File: config.mk
export PLATFORM = sky130hd
export DESIGN_NAME = button_conditioner
export DESIGN_NICKNAME = d
export VERILOG_FILES = /design/src/rtl/button_conditioner.sv
export SDC_FILE = /design/constraint.sdc
export NUM_CORES = 1
export LEC_CHECK = 0
export CAP_MARGIN = 25
export CORE_MARGIN = 2
export CORE_UTILIZATION = 54
export CTS_CLUSTER_DIAMETER = 30
export DETAILED_ROUTE_END_ITERATION = 16
export PLACE_DENSITY = 0.81
export SYNTH_ARGS = -nofsm -noshare
export SYNTH_HDL_FRONTEND = slang
export SYNTH_SLANG_ARGS = --single-unit
File: constraint.sdc
create_clock -name clk -period 2.1 [get_ports clk]
set_input_delay 0.21 -clock clk [delete_from_list [all_inputs] [get_ports clk]]
set_output_delay 0.21 -clock clk [all_outputs]
set_load 0.02 [all_outputs]
File: src/rtl/button_conditioner.sv
// Push-button front end: per-channel two-flop synchroniser, counter-based
// debounce and a registered single-cycle strobe on each accepted press.
module button_conditioner #(
  parameter int BUTTONS         = 3,
  parameter int DEBOUNCE_CYCLES = 1000000,
  parameter int CNT_BITS        = 20
) (
  input  logic               clk,
  input  logic               i_reset,
  input  logic [BUTTONS-1:0] i_buttons,
  output logic [BUTTONS-1:0] o_stable,
  output logic [BUTTONS-1:0] o_pulses
);

  localparam logic [CNT_BITS-1:0] CNT_MAX = CNT_BITS'(DEBOUNCE_CYCLES - 1);

  logic [BUTTONS-1:0]  s1_q;
  logic [BUTTONS-1:0]  s2_q;
  logic [BUTTONS-1:0]  stable_q;
  logic [BUTTONS-1:0]  stable_d;
  logic [BUTTONS-1:0]  pulses_q;
  logic [BUTTONS-1:0]  pulses_d;
  logic [CNT_BITS-1:0] cnt_q [BUTTONS];
  logic [CNT_BITS-1:0] cnt_d [BUTTONS];

  // Any sample agreeing with the accepted level restarts the count, so only an
  // unbroken run of DEBOUNCE_CYCLES disagreeing samples flips the level.
  always_comb begin
    stable_d = stable_q;
    for (int i = 0; i < BUTTONS; i++) begin
      cnt_d[i] = '0;
      if (s2_q[i] != stable_q[i]) begin
        if (cnt_q[i] == CNT_MAX) begin
          stable_d[i] = s2_q[i];
        end else begin
          cnt_d[i] = cnt_q[i] + CNT_BITS'(1);
        end
      end
    end
    pulses_d = stable_d & ~stable_q;
  end

  always_ff @(posedge clk) begin
    if (i_reset) begin
      s1_q     <= '0;
      s2_q     <= '0;
      stable_q <= '0;
      pulses_q <= '0;
      for (int i = 0; i < BUTTONS; i++) begin
        cnt_q[i] <= '0;
      end
    end else begin
      s1_q     <= i_buttons;
      s2_q     <= s1_q;
      stable_q <= stable_d;
      pulses_q <= pulses_d;
      for (int i = 0; i < BUTTONS; i++) begin
        cnt_q[i] <= cnt_d[i];
      end
    end
  end

  assign o_stable = stable_q;
  assign o_pulses = pulses_q;

endmodule
==> results.yml, run 1 <==
synth:
  ys_ff_latch: 72
  synthArstFlopShare: 0
  yosysTopAreaCellShare: 0.458
  synth-seq-area-share: 0.458
  synth_cells: 355
  ys_top_cells_by_area: "dfxtp_1 46%, xnor2_1 8.1%, nor2_1 6.3%"
  syn_area_sq_mm: 0.00315
  avgSynthCellArea_sq_um: 8.86
  ys.flop_type: "dfxtp_1"
  yosys_warnings: 0
  synth.distinct_cells: 32
  yosys.area.top_type: "dfxtp_1"
  syn-num-nets: 363
  synth-edff-count: 0
finish:
  post-route-cell-area_sq_mm: 0.00362
  mostFrequentLayoutCell: "dfxtp_1"
  syn2layout_area_growth_pct: 15.2
  final_core_util: 0.650
  antenna_cells: 0
  drive_gt1_frac: 0.0959
  fin_nets: 389
  final_cell_mix: "72 x dfxtp_1, 53 x nor2_1, 29 x xnor2_1, 21 x nand3_1, 21 x nand2_1"
  multi_input_area_sq_mm: 0.00164
  regArea_sq_mm: 0.00144
  stdcell_count: 458
  n_fill_cell: 459
sta:
  final_max_slew_viol_count: 0
  fin_tns_setup_ns: 0
  slew_headroom: 0.696
  hold_ws_ns: 0.420
  finalHoldViolations: 0
  setup_violations: 0
  rsz0062_at_grt: "no"
  max_freq_mhz: 491
  timing.final.crit_share: 0.970
  fin_skew_ns: 0.00723
  period_needed_ns: 2.04
  tightest_slew_ns: 0.452
placed_design:
  io_buffers: 10
  placed_area_sq_mm: 0.00340
  dp_cells: 442
  routabilityCongestion: 0.813
  dpl.hpwl_mm: 4.42
detailed_routing:
  dr.pass1.iters: 4
  vias_per_cell: 5.82
  detail-route-antenna-nets: 0
  wirelength_mm: 6.28
  drc_errors: 0
  vias: 2665
  wl_per_cell_microns: 13.7
  drt-initial-drc-count: 107
global_route:
  grt_max_degree: 16
  grt_use_total: 0.215
  grt_pass1_wl_mm: 10.7
  grt_overflow: 0
  grt_pass1_vias: 2479
  antenna_found_initial: 0
cts:
  cts_tree: "yes"
  post_cts_buffers: 0
  clockRootBuffer: "clkbuf_8"
  insertion_delay_ns: 0.34
  clock_path_buffers: 2
  cts_made_buffers: 9
  cts_hold_buf: 0
  htree_levels: 3
  clk_pin_slew_ns: 0.07
  cts_sinks: 72
power:
  internal_power_mw: 2.07
  switchingPower_mw: 0.503
  clkPwrFrac: 0.450
  seqPwrFrac: 0.535
  power_frac_comb: 0.015
  vdd_ir_drop_max_mv: 0.551
  p_leak_nw: 1.07
  swShare: 0.195
  p_per_area_mw_per_mm2: 709
worst_setup_path:
  end_kind: "flip-flop"
  slowest_delay_ns: 0.57
  slowest_stage: "or4_4"
  crit_cells: 5
  critPathBufInv: 1
  r2r_cells: 5
  rrSetupSlack_ns: 0.06
  path_class: "flip-flop to flip-flop"
  r2r_start: "cnt_q[0][48]"
  crit_fanout: 15
  r2r-end: "cnt_q[0][47]"
  worstSetupStartpointType: "flip-flop"
  critPathArrivalTime_ns: 2.27
  crit_path_cell_trace: "or4b_1, or4_4, o21ai_4, buf_12, nor2_1"
  cp.required_ns: 2.34
  critPathTopFamily: "simple AND/OR/NAND/NOR gates"
floorplan:
  io_pins: 11
  std_cell_rows: 27
  die_height_microns: 80.3
  die_w_microns: 80.3
  core_sq_mm: 0.00557
  start_util: 0.565
  die-area_sq_mm: 0.00645
run:
  maxCapViolCount: 0
run_status:
  status: "completed"
hold_path:
  worstHoldStart: "i_buttons[2]"
  hold_class: "input pin to flip-flop"
  holdPathStages: 2
  hold_path_end: "s1_q[2]"
cell usage after synthesis (3+ instances only):
| library cell | instances |
|---|---|
| nor4b_1 | 5 |
| or4_1 | 14 |
| clkbuf_1 | 6 |
| a21oi_1 | 20 |
| and4_1 | 3 |
| xnor2_1 | 29 |
| nor2b_1 | 6 |
| nor4_1 | 8 |
| o31ai_1 | 11 |
| nand2_1 | 21 |
| dfxtp_1 | 72 |
| xor2_1 | 11 |
| and3_1 | 6 |
| inv_1 | 7 |
| nand3_1 | 21 |
| o21ai_0 | 9 |
| or2_2 | 4 |
| nor3_1 | 6 |
| or3_1 | 10 |
| nand4_1 | 14 |
| ha_1 | 3 |
| nor2_1 | 53 |
through the flow:
step | total power, mW | setup WS (ns)
2_1_floorplan | 1.43 | 0.145
4_1_cts | 2.60 | 0.0705
3_5_place_dp | 1.45 | 0.0770
6_report | 2.57 | 0.0627
5_1_grt | 2.66 | 0.00688
3_3_place_gp | 1.44 | 0.107
worst max path at each step:
stage                   end         start
3_3_place_gp   cnt_q[0][54]  cnt_q[0][40]
5_1_grt        cnt_q[0][57]  cnt_q[0][49]
3_5_place_dp   cnt_q[0][55]  cnt_q[0][48]
2_1_floorplan  cnt_q[0][48]  cnt_q[0][48]
6_report       cnt_q[0][47]  cnt_q[0][48]
4_1_cts        cnt_q[0][57]  cnt_q[0][48]
layout make-up:
type | count | share of cell area
clock inverter | 2 | 0.00967
timing repair buffer | 23 | 0.0580
tap | 72 | 0.0249
multi-input combinational | 268 | 0.452
inverter | 7 | 0.00725
clock buffer | 14 | 0.0504
sequential | 72 | 0.398
what timing repair did:
| item | in CTS | in global routing |
|---|---|---|
| endpoints found under the hold margin | 0 | 0 |
| endpoints found under the setup margin | 0 | 2 |
| resized for setup | 0 | 1 |
registers in the layout, summed over array words and instances (netlist names):
register and cells:
cnt_q 60, o_stable 3, s1_q 3, o_pulses 3
s2_q 3
routing by layer:
layer	share of wire	up-vias	track usage
met2	0.46	57	0.342
met3	0.034	14	0.0393
li1	-	1325	-
met1	0.48	1269	0.268
met5	0	-	0
met4	0.027	0	0.136
power by group through the flow:
stage          Sequential, mW  Combinational [mW]  Clock (mW)
3_3_place_gp             1.41              0.0369           0
6_report                 1.38              0.0375        1.16
2_1_floorplan            1.41              0.0200           0
5_1_grt                  1.38              0.0411        1.24
3_5_place_dp             1.41              0.0375           0
4_1_cts                  1.38              0.0378        1.18
cell families (layout without fill, tap and decap cells):
kind of cell / count (synthesis) / count (layout) / synth area share
simple gates: 182 / 182 / 0.312
flops: 72 / 72 / 0.458
fa+ha+maj: 3 / 3 / 0.0119
xor+xnor: 40 / 40 / 0.111
compound gates: 43 / 43 / 0.0843
buf+inv: 15 / 46 / 0.0227
(Power assumes the default switching activity.)
==> inputs of run 2 (changes only) <==
- ABC_AREA: not set -> 1
- CORE_UTILIZATION: 54 -> 55
==> run 2 against run 1 <==
  * Clock power fell by 7%
  * Largest cell class unchanged
  * Via count grew 24%
  * Highest routed layer unchanged
  * Routed wire length up 18%
  * Area after synthesis up 14%
  * Design area up 9.0%
  * Largest power group unchanged
  * Sequential power about the same
  * Worst hold slack lost 0.053 ns
  * Sequential share of layout area down 3.3 points
  * Non-clock buffer count shrank 9
==> results.yml, run 2 <==
cts:
  insertion_delay_ns: 0.35
  cts_tree: "yes"
  clock_path_buffers: 2
  post_cts_buffers: 0
  ctsResizeCount: 0
  htree_levels: 3
  clockRootBuffer: "clkbuf_8"
  cts_sinks: 72
  cts_hold_buf: 0
  cts_made_buffers: 9
  clk_pin_slew_ns: 0.08
sta:
  fin_tns_setup_ns: 0
  fin_skew_ns: 0.00731
  tightest_slew_ns: 0.332
  period_needed_ns: 1.60
  slew_headroom: 0.778
  final_max_slew_viol_count: 0
  max_freq_mhz: 624
  timing.final.crit_share: 0.763
  hold_ws_ns: 0.366
  setup_violations: 0
  rsz0062_at_grt: "no"
  setup_ws_ns: 0.498
  finalHoldViolations: 0
hold_path:
  holdPathStages: 3
  worstHoldStart: "i_buttons[2]"
  hold_path_end: "s1_q[2]"
  hold_class: "input pin to flip-flop"
finish:
  fin_nets: 567
  final_core_util: 0.626
  antenna_cells: 0
  multi_input_area_sq_mm: 0.00183
  n_fill_cell: 577
  drive_gt1_frac: 0.0532
  largest_reg_flops: 60
  final_cell_mix: "135 x nand2_1, 129 x nor2_1, 72 x dfxtp_1, 68 x inv_1, 28 x a21oi_1"
  max_flop_register: "cnt_q"
  regArea_sq_mm: 0.00144
  mostFrequentLayoutCell: "nand2_1"
  stdcell_count: 641
  post-route-cell-area_sq_mm: 0.00395
  syn2layout_area_growth_pct: 10.5
detailed_routing:
  wirelength_mm: 7.40
  drc_errors: 0
  vias: 3302
  drt-initial-drc-count: 249
  dr.pass1.iters: 5
  wl_per_cell_microns: 11.5
  vias_per_cell: 5.15
  detail-route-antenna-nets: 0
worst_setup_path:
  startpoint: "cnt_q[0][40]"
  rrSetupSlack_ns: 0.50
  crit_fanout: 20
  cp.required_ns: 2.34
  r2r_start: "cnt_q[0][40]"
  path_class: "flip-flop to flip-flop"
  worstSetupStartpointType: "flip-flop"
  end_kind: "flip-flop"
  critPathArrivalTime_ns: 1.84
  r2r_cells: 7
  r2r-end: "cnt_q[0][51]"
power:
  swShare: 0.225
  clkPwrFrac: 0.434
  p_per_area_mw_per_mm2: 632
  seqPwrFrac: 0.551
  power_frac_comb: 0.015
  switchingPower_mw: 0.561
  vdd_ir_drop_max_mv: 0.408
  power_mw: 2.50
  p_leak_nw: 1.25
  internal_power_mw: 1.93
placed_design:
  dpl.hpwl_mm: 5.37
  dp_cells: 625
  routabilityCongestion: 0.903
  placed_area_sq_mm: 0.00376
  pre_cts_ws_ns: 0.525
  io_buffers: 10
synth:
  synthArstFlopShare: 0
  synth_cells: 540
  ys_top_cells_by_area: "dfxtp_1 40%, nand2_1 14%, nor2_1 14%"
  synth-edff-count: 0
  ys_ff_latch: 72
  yosys_warnings: 0
  synthMostInstantiatedCell: "nand2_1"
  avgSynthCellArea_sq_um: 6.62
  yosysTopAreaCellShare: 0.403
  ys.flop_type: "dfxtp_1"
  synthTopCellsByCount: "135 x nand2_1, 129 x nor2_1, 72 x dfxtp_1"
  syn-num-nets: 548
  yosys.area.top_type: "dfxtp_1"
  synth-seq-area-share: 0.403
  synth.distinct_cells: 27
  syn_area_sq_mm: 0.00358
global_route:
  grt_use_total: 0.228
  antenna_found_initial: 0
  grt_max_degree: 21
  grt_pass1_vias: 3179
  grt_overflow: 0
  grt_pass1_wl_mm: 13.3
floorplan:
  die_w_microns: 84.6
  die_height_microns: 84.6
  std_cell_rows: 29
  start_util: 0.567
  io_pins: 11
  core_sq_mm: 0.00631
  die-area_sq_mm: 0.00716
run:
  maxCapViolCount: 0
run_status:
  status: "completed"
[run 2: cell type report]
cell class,instances,share of cell area
clock buffer,9,0.0313
clock inverter,7,0.0180
inverter,69,0.0655
multi-input combinational,393,0.463
sequential,72,0.365
tap,77,0.0244
timing repair buffer,14,0.0329
[run 2: critical path: stages, from the launching register on]
cell and delay, ns:
dfxtp_1 0.36, ha_1 0.23, nand3_1 0.18, nor3_1 0.25
nand2_1 0.09, nand2_1 0.07, buf_4 0.23, nor2_1 0.08
[run 2: cell families after synthesis]
kind of cell | synth area share
compound gates | 0.0563
flops | 0.403
simple gates | 0.383
fa+ha+maj | 0.0105
xor+xnor | 0.0612
buf+inv | 0.0857
[run 2: power by group through the flow]
stage	Clock, mW	Combinational, mW	Sequential [mW]
finish	1.08	0.0369	1.38
global route	1.17	0.0419	1.38
CTS	1.11	0.0373	1.37
detailed placement	0	0.0374	1.41
global placement	0	0.0362	1.41
floorplan	0	0.0255	1.41
[run 2: worst max-delay path by stage]
stage,end,slack [ns],depth (start not counted)
after floorplan,cnt_q[0][11],0.76,7
after global placement,cnt_q[0][57],0.61,7
after detailed placement,cnt_q[0][57],0.53,7
after CTS,o_stable[2],0.50,1
after global routing,cnt_q[0][51],0.35,7
final,cnt_q[0][51],0.50,7
[run 2: metal layers]
metal | wire length [microns] | up-vias | GRT usage
li1 | - | 1711 | -
met1 | 3340 | 1471 | 0.283
met2 | 3440 | 96 | 0.366
met3 | 384 | 24 | 0.0570
met4 | 233 | 0 | 0.118
met5 | 0 | - | 0
==> inputs of run 3 (changes only) <==
- clock period: 2.1 -> 1.3 ns (I/O delays scaled with it)
==> run 3 against run 2 <==
  * Register-to-register slack got worse by 0.64 ns
  * Routed wire length grew 72%
  * Utilization rose by 17 points
  * Fmax rose by 11%
  * Sequential cell count is the same
  * Final cell count grew 10%
  * The run now ends with setup timing left
  * Largest cell class unchanged
  * Critical path depth is 2 higher
  * First-iteration DRC count up 69%
  * Sequential power up 61%
  * Die area unchanged
==> results.yml, run 3 (same netlist as run 2, synthesis figures left out) <==
sta:
  fin_skew_ns: 0.00661
  max_freq_mhz: 692
  rsz0062_at_grt: "yes"
  timing.final.crit_share: 1.11
  tightest_slew_ns: 0.313
  finalHoldViolations: 0
  slew_headroom: 0.790
  setup_violations: 53
  period_needed_ns: 1.45
  final_max_slew_viol_count: 0
  setup_ws_ns: -0.145
cts:
  cts_made_buffers: 9
  clock_path_buffers: 2
  htree_levels: 3
  clockRootBuffer: "clkbuf_8"
  clk_pin_slew_ns: 0.08
  cts_sinks: 72
  cts_hold_buf: 0
  cts_tree: "yes"
  insertion_delay_ns: 0.36
finish:
  syn2layout_area_growth_pct: 39.7
  fin_nets: 633
  max_flop_register: "cnt_q"
  antenna_cells: 0
  drive_gt1_frac: 0.333
  n_fill_cell: 351
  post-route-cell-area_sq_mm: 0.00500
  largest_reg_flops: 60
  stdcell_count: 707
  mostFrequentLayoutCell: "nand2_1"
  final_cell_mix: "123 x nand2_1, 94 x nor2_1, 57 x inv_1, 57 x buf_4, 44 x dfxtp_1"
floorplan:
  die_height_microns: 84.6
  start_util: 0.567
  io_pins: 11
  core_sq_mm: 0.00631
  die_w_microns: 84.6
  std_cell_rows: 29
  die-area_sq_mm: 0.00716
run_status:
  status: "complete, but fails checks"
  failed_checks: "setup timing"
worst_setup_path:
  worstSetupStartpointType: "flip-flop"
  end_kind: "flip-flop"
  cpMostUsedCell: "nand2_1"
  critPathBufInv: 2
  slowest_stage: "dfxtp_2"
  crit_fanout: 3
  cp.required_ns: 1.55
  critPathTopFamily: "simple AND/OR/NAND/NOR gates"
  slowest_delay_ns: 0.37
  crit_path_cell_trace: "ha_4, nand3_4, inv_2, nand4_1, buf_4, nor2_4, nand2_1, nand2_1, nor2_1"
  rrSetupSlack_ns: -0.15
  path_class: "flip-flop to flip-flop"
  critPathArrivalTime_ns: 1.69
global_route:
  grt_pass1_vias: 3537
  use_met3: 0.0482
  grt_use_met2: 0.467
  grt_pass1_wl_mm: 15.9
  grt_overflow: 0
  antenna_found_initial: 0
  grt_use_total: 0.273
  grt_max_degree: 13
  grtUsageMet1: 0.341
  grt_busiest_layer: "met2"
detailed_routing:
  dr.pass1.iters: 8
  vias: 4178
  detail-route-antenna-nets: 0
  wirelength_mm: 12.7
  drt-initial-drc-count: 420
  wl_per_cell_microns: 18.0
  drc_errors: 0
  vias_per_cell: 5.91
placed_design:
  io_buffers: 10
  dp_cells: 667
  dpl.hpwl_mm: 5.85
  routabilityCongestion: 0.961
  placed_area_sq_mm: 0.00409
  pre_cts_ws_ns: -0.120
power:
  vdd_ir_drop_max_mv: 0.981
  p_per_area_mw_per_mm2: 875
  p_leak_nw: 1.70
hold_path:
  hold_class: "input pin to flip-flop"
run:
  maxCapViolCount: 0
-- run 3: cell types whose count changed in the layout (fill, tap and decap cells not counted), moves of 12 or more --
cell and delta:
a21oi_1 -15, a21oi_2 +14, buf_4 +53, dfxtp_1 -28, dfxtp_2 +25, nand2_1 -12
nor2_1 -35, nor2_2 +25
-- run 3: routing by layer --
layer  vias to the layer above  part of all wire
met3                       104             0.099
met4                         0             0.065
met1                      1910              0.36
li1                       1848                 -
met5                         -                 0
met2                       316              0.47
-- run 3: layout make-up --
| class | instances | area (sq um) | share of cell area |
|---|---|---|---|
| flip-flops and latches | 72 | 1480 | 0.297 |
| well taps | 77 | 96.3 | 0.0193 |
| inverters | 69 | 262 | 0.0523 |
| multi-input cells | 396 | 2250 | 0.451 |
| clock inverters | 3 | 46.3 | 0.00927 |
| clock buffers | 13 | 179 | 0.0358 |
| repair buffers | 77 | 677 | 0.135 |
-- run 3: where the power goes --
group	internal, mW	switching [mW]
combinational	0.0584	0.0630
clock	1.10	0.926
sequential	2.21	0.00894
total	3.37	0.998
-- run 3: what timing repair did --
| action | 4_1_cts | 5_1_grt |
|---|---|---|
| pin swaps | 15 | 25 |
| gates resized for setup | 53 | 104 |
| setup endpoints to repair | 64 | 66 |
| gates cloned | 3 | 3 |
| setup buffers | 8 | 14 |
-- run 3: final timing paths --
check               startpoint           to  cells after the start
hold reg to reg        s1_q[1]      s2_q[1]                      2
setup reg to reg  cnt_q[0][20]  o_stable[1]                      9
setup / recovery  cnt_q[0][20]  o_stable[1]                      9
hold / removal    i_buttons[2]      s1_q[2]                      3
-- run 3: tightest hold or removal path: cells and delay by family --
kind,cells,cell delay [ns]
buffers and inverters,2,0.45
and+or+nand+nor,1,0.03
-- run 3: through the flow --
step	total power, mW	TNS [ns]	utilization	hold WS [ns]
finish	4.37	-5.24	0.791	0.292
global route	4.42	-7.58	0.791	0.305
CTS	4.29	-2.08	0.725	0.292
detailed placement	2.34	-3.79	0.648	0.394
global placement	2.34	-0.297	0.648	0.391
floorplan	2.31	0	-	0.237
